$ cat config.mk
export PLATFORM = sky130hd
export DESIGN_NAME = algo_centroid_flat
export DESIGN_NICKNAME = d
export VERILOG_FILES = /design/src/rtl/algo_centroid_if.sv /design/src/rtl/algo_centroid.sv /design/src/flat_wrapper.sv
export SDC_FILE = /design/constraint.sdc
export NUM_CORES = 2
export LEC_CHECK = 0
export ABC_AREA = 0
export ABC_CLOCK_PERIOD_IN_PS = 11400
export BUFFER_PORTS_ARGS = -buffer_cell sky130_fd_sc_hd__buf_2
export CELL_PAD_IN_SITES_DETAIL_PLACEMENT = 0
export CELL_PAD_IN_SITES_GLOBAL_PLACEMENT = 1
export CORE_MARGIN = 3
export CORE_UTILIZATION = 46
export DETAILED_ROUTE_END_ITERATION = 7
export PLACE_DENSITY = 0.8
export SLEW_MARGIN = 20
export SYNTH_ARGS = -nofsm -noshare
export SYNTH_HDL_FRONTEND = slang
export SYNTH_SLANG_ARGS = --single-unit
$ cat constraint.sdc
create_clock -name clk_clk -period 11.4 [get_ports clk_clk]
set_input_delay 0.57 -clock clk_clk [delete_from_list [all_inputs] [get_ports clk_clk]]
set_output_delay 0.57 -clock clk_clk [all_outputs]
set_load 0.02 [all_outputs]
$ cat src/rtl/algo_centroid_if.sv
`default_nettype none
// ============================================================================
// Module   : algo_centroid_if
// Purpose  : 32-bit Avalon-ST style streaming bundle used on both sides of
//            the centroid stage.
// Ports    : data[31:0], valid, ready, empty[1:0], startofpacket,
//            endofpacket
//            master = source side, slave = sink side
// Revision : 1.0  initial release
// ============================================================================
interface algo_centroid_if;
    logic [31:0] data;
    logic        valid;
    logic        ready;
    logic [1:0]  empty;
    logic        startofpacket;
    logic        endofpacket;

    modport master (
        output data, valid, empty, startofpacket, endofpacket,
        input  ready
    );

    modport slave (
        input  data, valid, empty, startofpacket, endofpacket,
        output ready
    );
endinterface
`default_nettype wire

$ cat src/rtl/algo_centroid.sv
`default_nettype none
// ============================================================================
// Module   : algo_centroid
// Purpose  : Consumes one sensor packet (header, 2-channel data words,
//            trailer) and emits a result packet holding the header, channel
//            sum, index-weighted sum, peak channel/value, trailer and status.
// Ports    : clk_clk    - clock
//            rst_reset  - synchronous active-high reset
//            data_in    - sensor packet sink   (slave modport)
//            data_out   - result packet source (master modport)
// Revision : 1.0  initial release
// ============================================================================
module algo_centroid #(
    parameter int HEADER_WORDS  = 3,
    parameter int DATA_WORDS    = 159,
    parameter int TRAILER_WORDS = 1,
    parameter int CLAMP_NEG     = 1
) (
    input  logic            clk_clk,
    input  logic            rst_reset,
    algo_centroid_if.slave  data_in,
    algo_centroid_if.master data_out
);

    localparam int c_out_words = HEADER_WORDS + 6;
    localparam int c_tx_w      = $clog2(c_out_words);
    localparam logic [15:0] c_data_start = 16'(HEADER_WORDS);
    localparam logic [15:0] c_data_end   = 16'(HEADER_WORDS + DATA_WORDS);
    localparam logic [15:0] c_trail_last = 16'(HEADER_WORDS + DATA_WORDS + TRAILER_WORDS - 1);
    localparam logic [16:0] c_total      = 17'(HEADER_WORDS + DATA_WORDS + TRAILER_WORDS);
    localparam logic [c_tx_w-1:0] c_tx_last = c_tx_w'(c_out_words - 1);

    typedef enum logic [1:0] {
        S_IDLE   = 2'd0,
        S_RX     = 2'd1,
        S_FINISH = 2'd2,
        S_TX     = 2'd3
    } state_t;

    state_t r_state, w_state_nxt;

    logic [31:0]       r_hdr [HEADER_WORDS];
    logic [31:0]       r_res [c_out_words];
    logic [31:0]       r_sum, r_trailer;
    logic [39:0]       r_wsum;
    logic [15:0]       r_peak_val, r_peak_idx, r_rx_ctr, r_pkt_cnt;
    logic [c_tx_w-1:0] r_tx_ctr;
    logic              r_short, r_long, r_restart, r_clamp;

    logic        w_in_ready, w_out_valid, w_take, w_out_fire, w_is_data;
    logic [15:0] w_idx, w_ch, w_hi, w_lo;
    logic [16:0] w_cnt;
    logic [31:0] w_p_hi, w_p_lo, w_sum_nxt, w_out_word;
    logic [39:0] w_wsum_nxt;
    logic [15:0] w_peak_val_nxt, w_peak_idx_nxt;
    logic        w_clamp_nxt;
    logic        w_unused;

    assign w_unused   = ^data_in.empty;
    assign w_in_ready = (r_state == S_IDLE) || (r_state == S_RX);
    // In IDLE only an SOP beat starts a packet; anything else is swallowed.
    assign w_take     = data_in.valid && w_in_ready &&
                        ((r_state == S_RX) || data_in.startofpacket);
    assign w_out_fire = w_out_valid && data_out.ready;

    // Per-beat datapath: an SOP beat restarts from word 0 with cleared
    // accumulators, so the "base" values are zero in that case.
    always_comb begin
        w_idx          = data_in.startofpacket ? 16'd0 : r_rx_ctr;
        w_cnt          = {1'b0, w_idx} + 17'd1;
        w_is_data      = (w_idx >= c_data_start) && (w_idx < c_data_end);
        w_ch           = 16'((w_idx - c_data_start) << 1);
        w_hi           = data_in.data[31:16];
        w_lo           = data_in.data[15:0];
        w_clamp_nxt    = data_in.startofpacket ? 1'b0 : r_clamp;
        if (CLAMP_NEG != 0 && w_is_data) begin
            if (w_hi[15]) begin
                w_hi        = 16'd0;
                w_clamp_nxt = 1'b1;
            end
            if (w_lo[15]) begin
                w_lo        = 16'd0;
                w_clamp_nxt = 1'b1;
            end
        end
        w_p_hi         = {16'd0, w_ch} * {16'd0, w_hi};
        w_p_lo         = {16'd0, w_ch + 16'd1} * {16'd0, w_lo};
        w_sum_nxt      = data_in.startofpacket ? 32'd0 : r_sum;
        w_wsum_nxt     = data_in.startofpacket ? 40'd0 : r_wsum;
        w_peak_val_nxt = data_in.startofpacket ? 16'd0 : r_peak_val;
        w_peak_idx_nxt = data_in.startofpacket ? 16'd0 : r_peak_idx;
        if (w_is_data) begin
            w_sum_nxt  = w_sum_nxt + {16'd0, w_hi} + {16'd0, w_lo};
            w_wsum_nxt = w_wsum_nxt + {8'd0, w_p_hi} + {8'd0, w_p_lo};
            // hi wins within a word on a tie; across words strict '>' keeps
            // the lowest channel.
            if (w_hi >= w_lo) begin
                if (w_hi > w_peak_val_nxt) begin
                    w_peak_val_nxt = w_hi;
                    w_peak_idx_nxt = w_ch;
                end
            end else if (w_lo > w_peak_val_nxt) begin
                w_peak_val_nxt = w_lo;
                w_peak_idx_nxt = w_ch + 16'd1;
            end
        end
    end

    always_comb begin
        w_out_word = 32'd0;
        for (int i = 0; i < c_out_words; i++) begin
            if (r_tx_ctr == c_tx_w'(i)) w_out_word = r_res[i];
        end
    end

    // FSM state register
    always_ff @(posedge clk_clk) begin
        if (rst_reset) r_state <= S_IDLE;
        else           r_state <= w_state_nxt;
    end

    // FSM next state
    always_comb begin
        w_state_nxt = r_state;
        w_out_valid = 1'b0;
        case (r_state)
            S_IDLE:   if (w_take) w_state_nxt = data_in.endofpacket ? S_FINISH : S_RX;
            S_RX:     if (w_take && data_in.endofpacket) w_state_nxt = S_FINISH;
            S_FINISH: w_state_nxt = S_TX;
            S_TX: begin
                w_out_valid = 1'b1;
                if (w_out_fire && r_tx_ctr == c_tx_last) w_state_nxt = S_IDLE;
            end
            default:  w_state_nxt = S_IDLE;
        endcase
    end

    always_ff @(posedge clk_clk) begin
        if (rst_reset) begin
            for (int i = 0; i < HEADER_WORDS; i++) r_hdr[i] <= 32'd0;
            for (int i = 0; i < c_out_words; i++)  r_res[i] <= 32'd0;
            r_sum      <= 32'd0;
            r_wsum     <= 40'd0;
            r_trailer  <= 32'd0;
            r_peak_val <= 16'd0;
            r_peak_idx <= 16'd0;
            r_rx_ctr   <= 16'd0;
            r_tx_ctr   <= '0;
            r_pkt_cnt  <= 16'd0;
            r_short    <= 1'b0;
            r_long     <= 1'b0;
            r_restart  <= 1'b0;
            r_clamp    <= 1'b0;
        end else begin
            if (w_take) begin
                r_sum      <= w_sum_nxt;
                r_wsum     <= w_wsum_nxt;
                r_peak_val <= w_peak_val_nxt;
                r_peak_idx <= w_peak_idx_nxt;
                r_clamp    <= w_clamp_nxt;
                // Counter saturates so oversized packets still read as long.
                r_rx_ctr   <= w_cnt[16] ? 16'hFFFF : w_cnt[15:0];
                for (int i = 0; i < HEADER_WORDS; i++) begin
                    if (data_in.startofpacket) r_hdr[i] <= 32'd0;
                    if (w_idx == 16'(i))       r_hdr[i] <= data_in.data;
                end
                if (data_in.startofpacket) begin
                    r_trailer <= 32'd0;
                    r_short   <= 1'b0;
                    r_long    <= 1'b0;
                    r_restart <= (r_state == S_RX);
                end
                if (TRAILER_WORDS > 0 && w_idx == c_trail_last) r_trailer <= data_in.data;
                if (data_in.endofpacket) begin
                    r_short <= (w_cnt < c_total);
                    r_long  <= (w_cnt > c_total);
                end
            end
            if (r_state == S_FINISH) begin
                for (int i = 0; i < HEADER_WORDS; i++) r_res[i] <= r_hdr[i];
                r_res[HEADER_WORDS]     <= r_sum;
                r_res[HEADER_WORDS + 1] <= {24'd0, r_wsum[39:32]};
                r_res[HEADER_WORDS + 2] <= r_wsum[31:0];
                r_res[HEADER_WORDS + 3] <= {r_peak_idx, r_peak_val};
                r_res[HEADER_WORDS + 4] <= r_trailer;
                r_res[HEADER_WORDS + 5] <= {12'd0, r_clamp, r_restart, r_long, r_short, r_pkt_cnt};
                r_tx_ctr                <= '0;
            end
            if (w_out_fire) begin
                if (r_tx_ctr == c_tx_last) begin
                    r_tx_ctr  <= '0;
                    r_pkt_cnt <= r_pkt_cnt + 16'd1;
                end else begin
                    r_tx_ctr  <= r_tx_ctr + 1'b1;
                end
            end
        end
    end

    assign data_in.ready           = w_in_ready;
    assign data_out.valid          = w_out_valid;
    assign data_out.data           = w_out_valid ? w_out_word : 32'd0;
    assign data_out.startofpacket  = w_out_valid && (r_tx_ctr == '0);
    assign data_out.endofpacket    = w_out_valid && (r_tx_ctr == c_tx_last);
    assign data_out.empty          = 2'b00;

endmodule
`default_nettype wire

$ cat src/flat_wrapper.sv
// flat-port wrapper written by rule: the top's interface ports become plain ports
module algo_centroid_flat 
#(
    parameter int HEADER_WORDS  = 3,
    parameter int DATA_WORDS    = 159,
    parameter int TRAILER_WORDS = 1,
    parameter int CLAMP_NEG     = 1
)
  (clk_clk, rst_reset, data_in_data, data_in_valid, data_in_empty, data_in_startofpacket, data_in_endofpacket, data_in_ready, data_out_data, data_out_valid, data_out_empty, data_out_startofpacket, data_out_endofpacket, data_out_ready);
  algo_centroid_if data_in_i ();
  algo_centroid_if data_out_i ();
  input  logic clk_clk;
  input  logic rst_reset;
  input wire logic [$bits(data_in_i.data)-1:0] data_in_data;
  input wire logic [$bits(data_in_i.valid)-1:0] data_in_valid;
  input wire logic [$bits(data_in_i.empty)-1:0] data_in_empty;
  input wire logic [$bits(data_in_i.startofpacket)-1:0] data_in_startofpacket;
  input wire logic [$bits(data_in_i.endofpacket)-1:0] data_in_endofpacket;
  output wire logic [$bits(data_in_i.ready)-1:0] data_in_ready;
  output wire logic [$bits(data_out_i.data)-1:0] data_out_data;
  output wire logic [$bits(data_out_i.valid)-1:0] data_out_valid;
  output wire logic [$bits(data_out_i.empty)-1:0] data_out_empty;
  output wire logic [$bits(data_out_i.startofpacket)-1:0] data_out_startofpacket;
  output wire logic [$bits(data_out_i.endofpacket)-1:0] data_out_endofpacket;
  input wire logic [$bits(data_out_i.ready)-1:0] data_out_ready;
  assign data_in_i.data = data_in_data;
  assign data_in_i.valid = data_in_valid;
  assign data_in_i.empty = data_in_empty;
  assign data_in_i.startofpacket = data_in_startofpacket;
  assign data_in_i.endofpacket = data_in_endofpacket;
  assign data_in_ready = data_in_i.ready;
  assign data_out_data = data_out_i.data;
  assign data_out_valid = data_out_i.valid;
  assign data_out_empty = data_out_i.empty;
  assign data_out_startofpacket = data_out_i.startofpacket;
  assign data_out_endofpacket = data_out_i.endofpacket;
  assign data_out_i.ready = data_out_ready;
  algo_centroid #(.HEADER_WORDS(HEADER_WORDS), .DATA_WORDS(DATA_WORDS), .TRAILER_WORDS(TRAILER_WORDS), .CLAMP_NEG(CLAMP_NEG)) u_core (.clk_clk(clk_clk), .rst_reset(rst_reset), .data_in(data_in_i), .data_out(data_out_i));
endmodule
==> results_dict.tcl <==
set metrics [dict create \
    rsz0062_at_grt "true" \
    finalClockSkew_ps 18.47 \
    yosysWarnings 0 \
    hpwl_um 106000 \
    setup_ws_ps 32.60 \
    hold_viol 0 \
    whs_path_depth 3 \
    area_growth_pct 13.99 \
    via_count 33940 \
    wire_per_inst_um 22.56 \
    startpoint_type "flop" \
    min-delay-start "data_in_data[11]" \
    netlist_top_cells_area "edfxtp_1 24%, fa_1 21%, ha_1 8.8%, dfxtp_1 8.1%, inv_1 5.6%" \
    pin_count 78 \
    synth-edff-count 348 \
    post-place-ws_ps -349.3 \
    reg2reg_slack_ps 30 \
    post-route-min-period_ps 11370 \
    whs_ps 285.1 \
    cp_slowest_stage_delay_ps 550 \
    crit_top_cell "fa_1" \
    drt_iter0_drc 2746 \
    worst-setup-path-type "reg2reg" \
    die_w_um 314.3 \
    end_kind "flop" \
    start_util 0.4665 \
    drv_cap 0 \
    mappedNetlistArea_um2 43730 \
    cp.buffers_inverters 10 \
    worstPathArrival_ps 11930 \
    yosysSeqAreaShare 0.3204 \
    grt_max_degree 159 \
    met1_usage 0.3801 \
    reg2reg_depth 43 \
    grtUsageMet2 0.4532 \
    cts_tree "yes" \
    track_usage 0.2836 \
    post_synth.cell_area_avg_um2 9.439 \
    numPortBuffers 73 \
    drv_slew 0 \
    cp_top_family "adder cells" \
    synth_ff_type "edfxtp_1" \
    status "completed" \
    die_y_um 314.3 \
    dieArea_um2 98810 \
    grt_pass1_vias 34550 \
    numClockSinks 526 \
    cts_max_path_buffers 3 \
    grt_util_met3 0.05227 \
    fin_crit_sh 0.9971 \
    finalSetupViolations 0 \
    grt.busiest_layer "met2" \
    placementRows 112 \
    synth_top_area_frac 0.2389 \
    fmax_ghz 0.08797 \
    reg2reg_to "u_core.r_wsum[37]" \
    critPathMaxFanout 7 \
    ys_ff_latch 526 \
    hold_buffers 0 \
    slew_headroom 0.2256 \
    h-tree-depth 2 \
    drtAntennaViolNets 0 \
    coreArea_um2 93750 \
    required_ps 11960 \
    via_per_inst 5.515 \
    clkLatencyLatePin_ps 630 \
    clk_pin_slew_ps 60 \
    finish.utilization 0.5318 \
    synthCells 4633 \
    ctsRootBufferMaster "clkbuf_16" \
    hold_path.class "in2reg" \
    yosysTopAreaCell "edfxtp_1" \
    grt_overflow_total 0 \
    yosysUniqueCellTypes 91 \
    totalWireLength_um 138800 \
    async_flop_share 0 \
    holdPathEnd "u_core.r_trailer[11]" \
    dr.pass1.iters 5 \
    numCtsBuffers 55 \
    gp_congestion 0.9696 \
    reg2reg_from "u_core.r_rx_ctr[11]" \
    grt_pass1_wl_um 211900 \
    num-nets-final 5654 \
    drcViolationCount 0 \
    antenna_found_initial 8 \
    slowest_stage "or4_4" \
    drive_above_1_share 0.1378 \
    tightest_slew_ps 1162 \
]
==> synthesized netlist by cell type (all sizes together) (72+ instances only) <==
master	count
inv	664
nand2	490
fa	453
nor2	443
edfxtp	348
ha	307
and2	260
clkbuf	201
dfxtp	178
a21oi	163
o21ai	131
and3	117
nor3	79
nand2b	72
==> layout by cell type, fill, tap and decap left out, types with 65 or more instances in the layout <==
master / n
inv_1: 638
nand2_1: 473
fa_1: 449
nor2_1: 431
edfxtp_1: 348
buf_4: 334
ha_1: 290
and2_1: 252
dfxtp_1: 175
a21oi_1: 147
and3_1: 116
o21ai_0: 107
nor3_1: 76
nand2b_1: 72
buf_2: 71
nand3_1: 65
==> metal layers <==
layer / share of wire / routed length (µm)
met1: 0.41 / 56670
met2: 0.46 / 63860
met3: 0.082 / 11420
met4: 0.049 / 6861
met5: 0.00019 / 27
==> worst reg2reg max path, delay by kind of cell, from the launching register on <==
| kind | cells | cell delay [ps] |
|---|---|---|
| flip-flops | 1 | 320 |
| adder cells (fa/ha/maj) | 13 | 5810 |
| XOR/XNOR | 1 | 110 |
| AO/OA/AOI/OAI | 9 | 1920 |
| AND/OR/NAND/NOR | 10 | 2390 |
| buffers and inverters | 10 | 750 |
==> registers in the layout (all words and copies together) (netlist names) <==
register and count:
u_core.r_hdr 96, u_core.r_peak_val 16, u_core.r_tx_ctr 4, u_core.r_rx_ctr 16, u_core.r_peak_idx 16, u_core.r_wsum 40, u_core.r_pkt_cnt 16, u_core.r_short 1
u_core.r_trailer 32, u_core.r_state 2, u_core.r_res 252, u_core.r_restart 1, u_core.r_sum 32, u_core.r_long 1, u_core.r_clamp 1
==> how the worst max path moves through the flow <==
stage / from / end / slack, ps / cells past startpoint
6_report: u_core.r_rx_ctr[11] / u_core.r_wsum[37] / 30 / 43
3_5_place_dp: data_in_startofpacket / u_core.r_wsum[37] / -350 / 49
2_1_floorplan: data_in_startofpacket / u_core.r_wsum[37] / 2 / 53
4_1_cts: u_core.r_rx_ctr[14] / u_core.r_wsum[37] / -7 / 47
5_1_grt: u_core.r_rx_ctr[11] / u_core.r_wsum[35] / -340 / 48
3_3_place_gp: u_core.r_rx_ctr[15] / u_core.r_wsum[38] / -350 / 43
==> area by class of cell <==
class	instances	area (µm²)
clock buffer	77	1509
clock inverter	25	284.0
tap	1254	1569
fill	8474	43900
multi-input combinational	3183	26880
sequential	526	14020
inverter	668	2520
timing repair buffer	420	3074
antenna	1	2.502
==> through the flow <==
| stage | std cells | TNS [ps] | instance area (µm²) |
|---|---|---|---|
| CTS | 6143 | -7.245 | 49470 |
| global placement | 6030 | -2361 | 47400 |
| floorplan | 4634 | 0 | 43980 |
| finish | 6154 | 0 | 49850 |
| detailed placement | 6030 | -2966 | 47410 |
| global route | 6153 | -1719 | 49850 |
==> cell families (layout without fill, tap and decap cells) <==
kind of cell / Yosys count / in the layout / synth area share
fa+ha+maj: 760 / 760 / 0.2952
mux: 7 / 7 / 0.001659
buf+inv: 925 / 1190 / 0.08117
simple gates: 1670 / 1670 / 0.1836
other cells: 1 / 3 / 0.00008575
compound gates: 642 / 642 / 0.09742
xor+xnor: 102 / 102 / 0.02043
flops: 526 / 526 / 0.3204
==> repair_timing <==
action | in CTS | in global routing
pin swaps | 54 | 70
cloned | 0 | 0
gates resized for setup | 47 | 76
hold endpoints to repair | 0 | 0
setup endpoints to repair | 15 | 18
setup buffers | 12 | 11
Power is left out: the tool's default activity adds up to more than one toggle a clock period on the data nets, which glitch-free logic cannot reach.
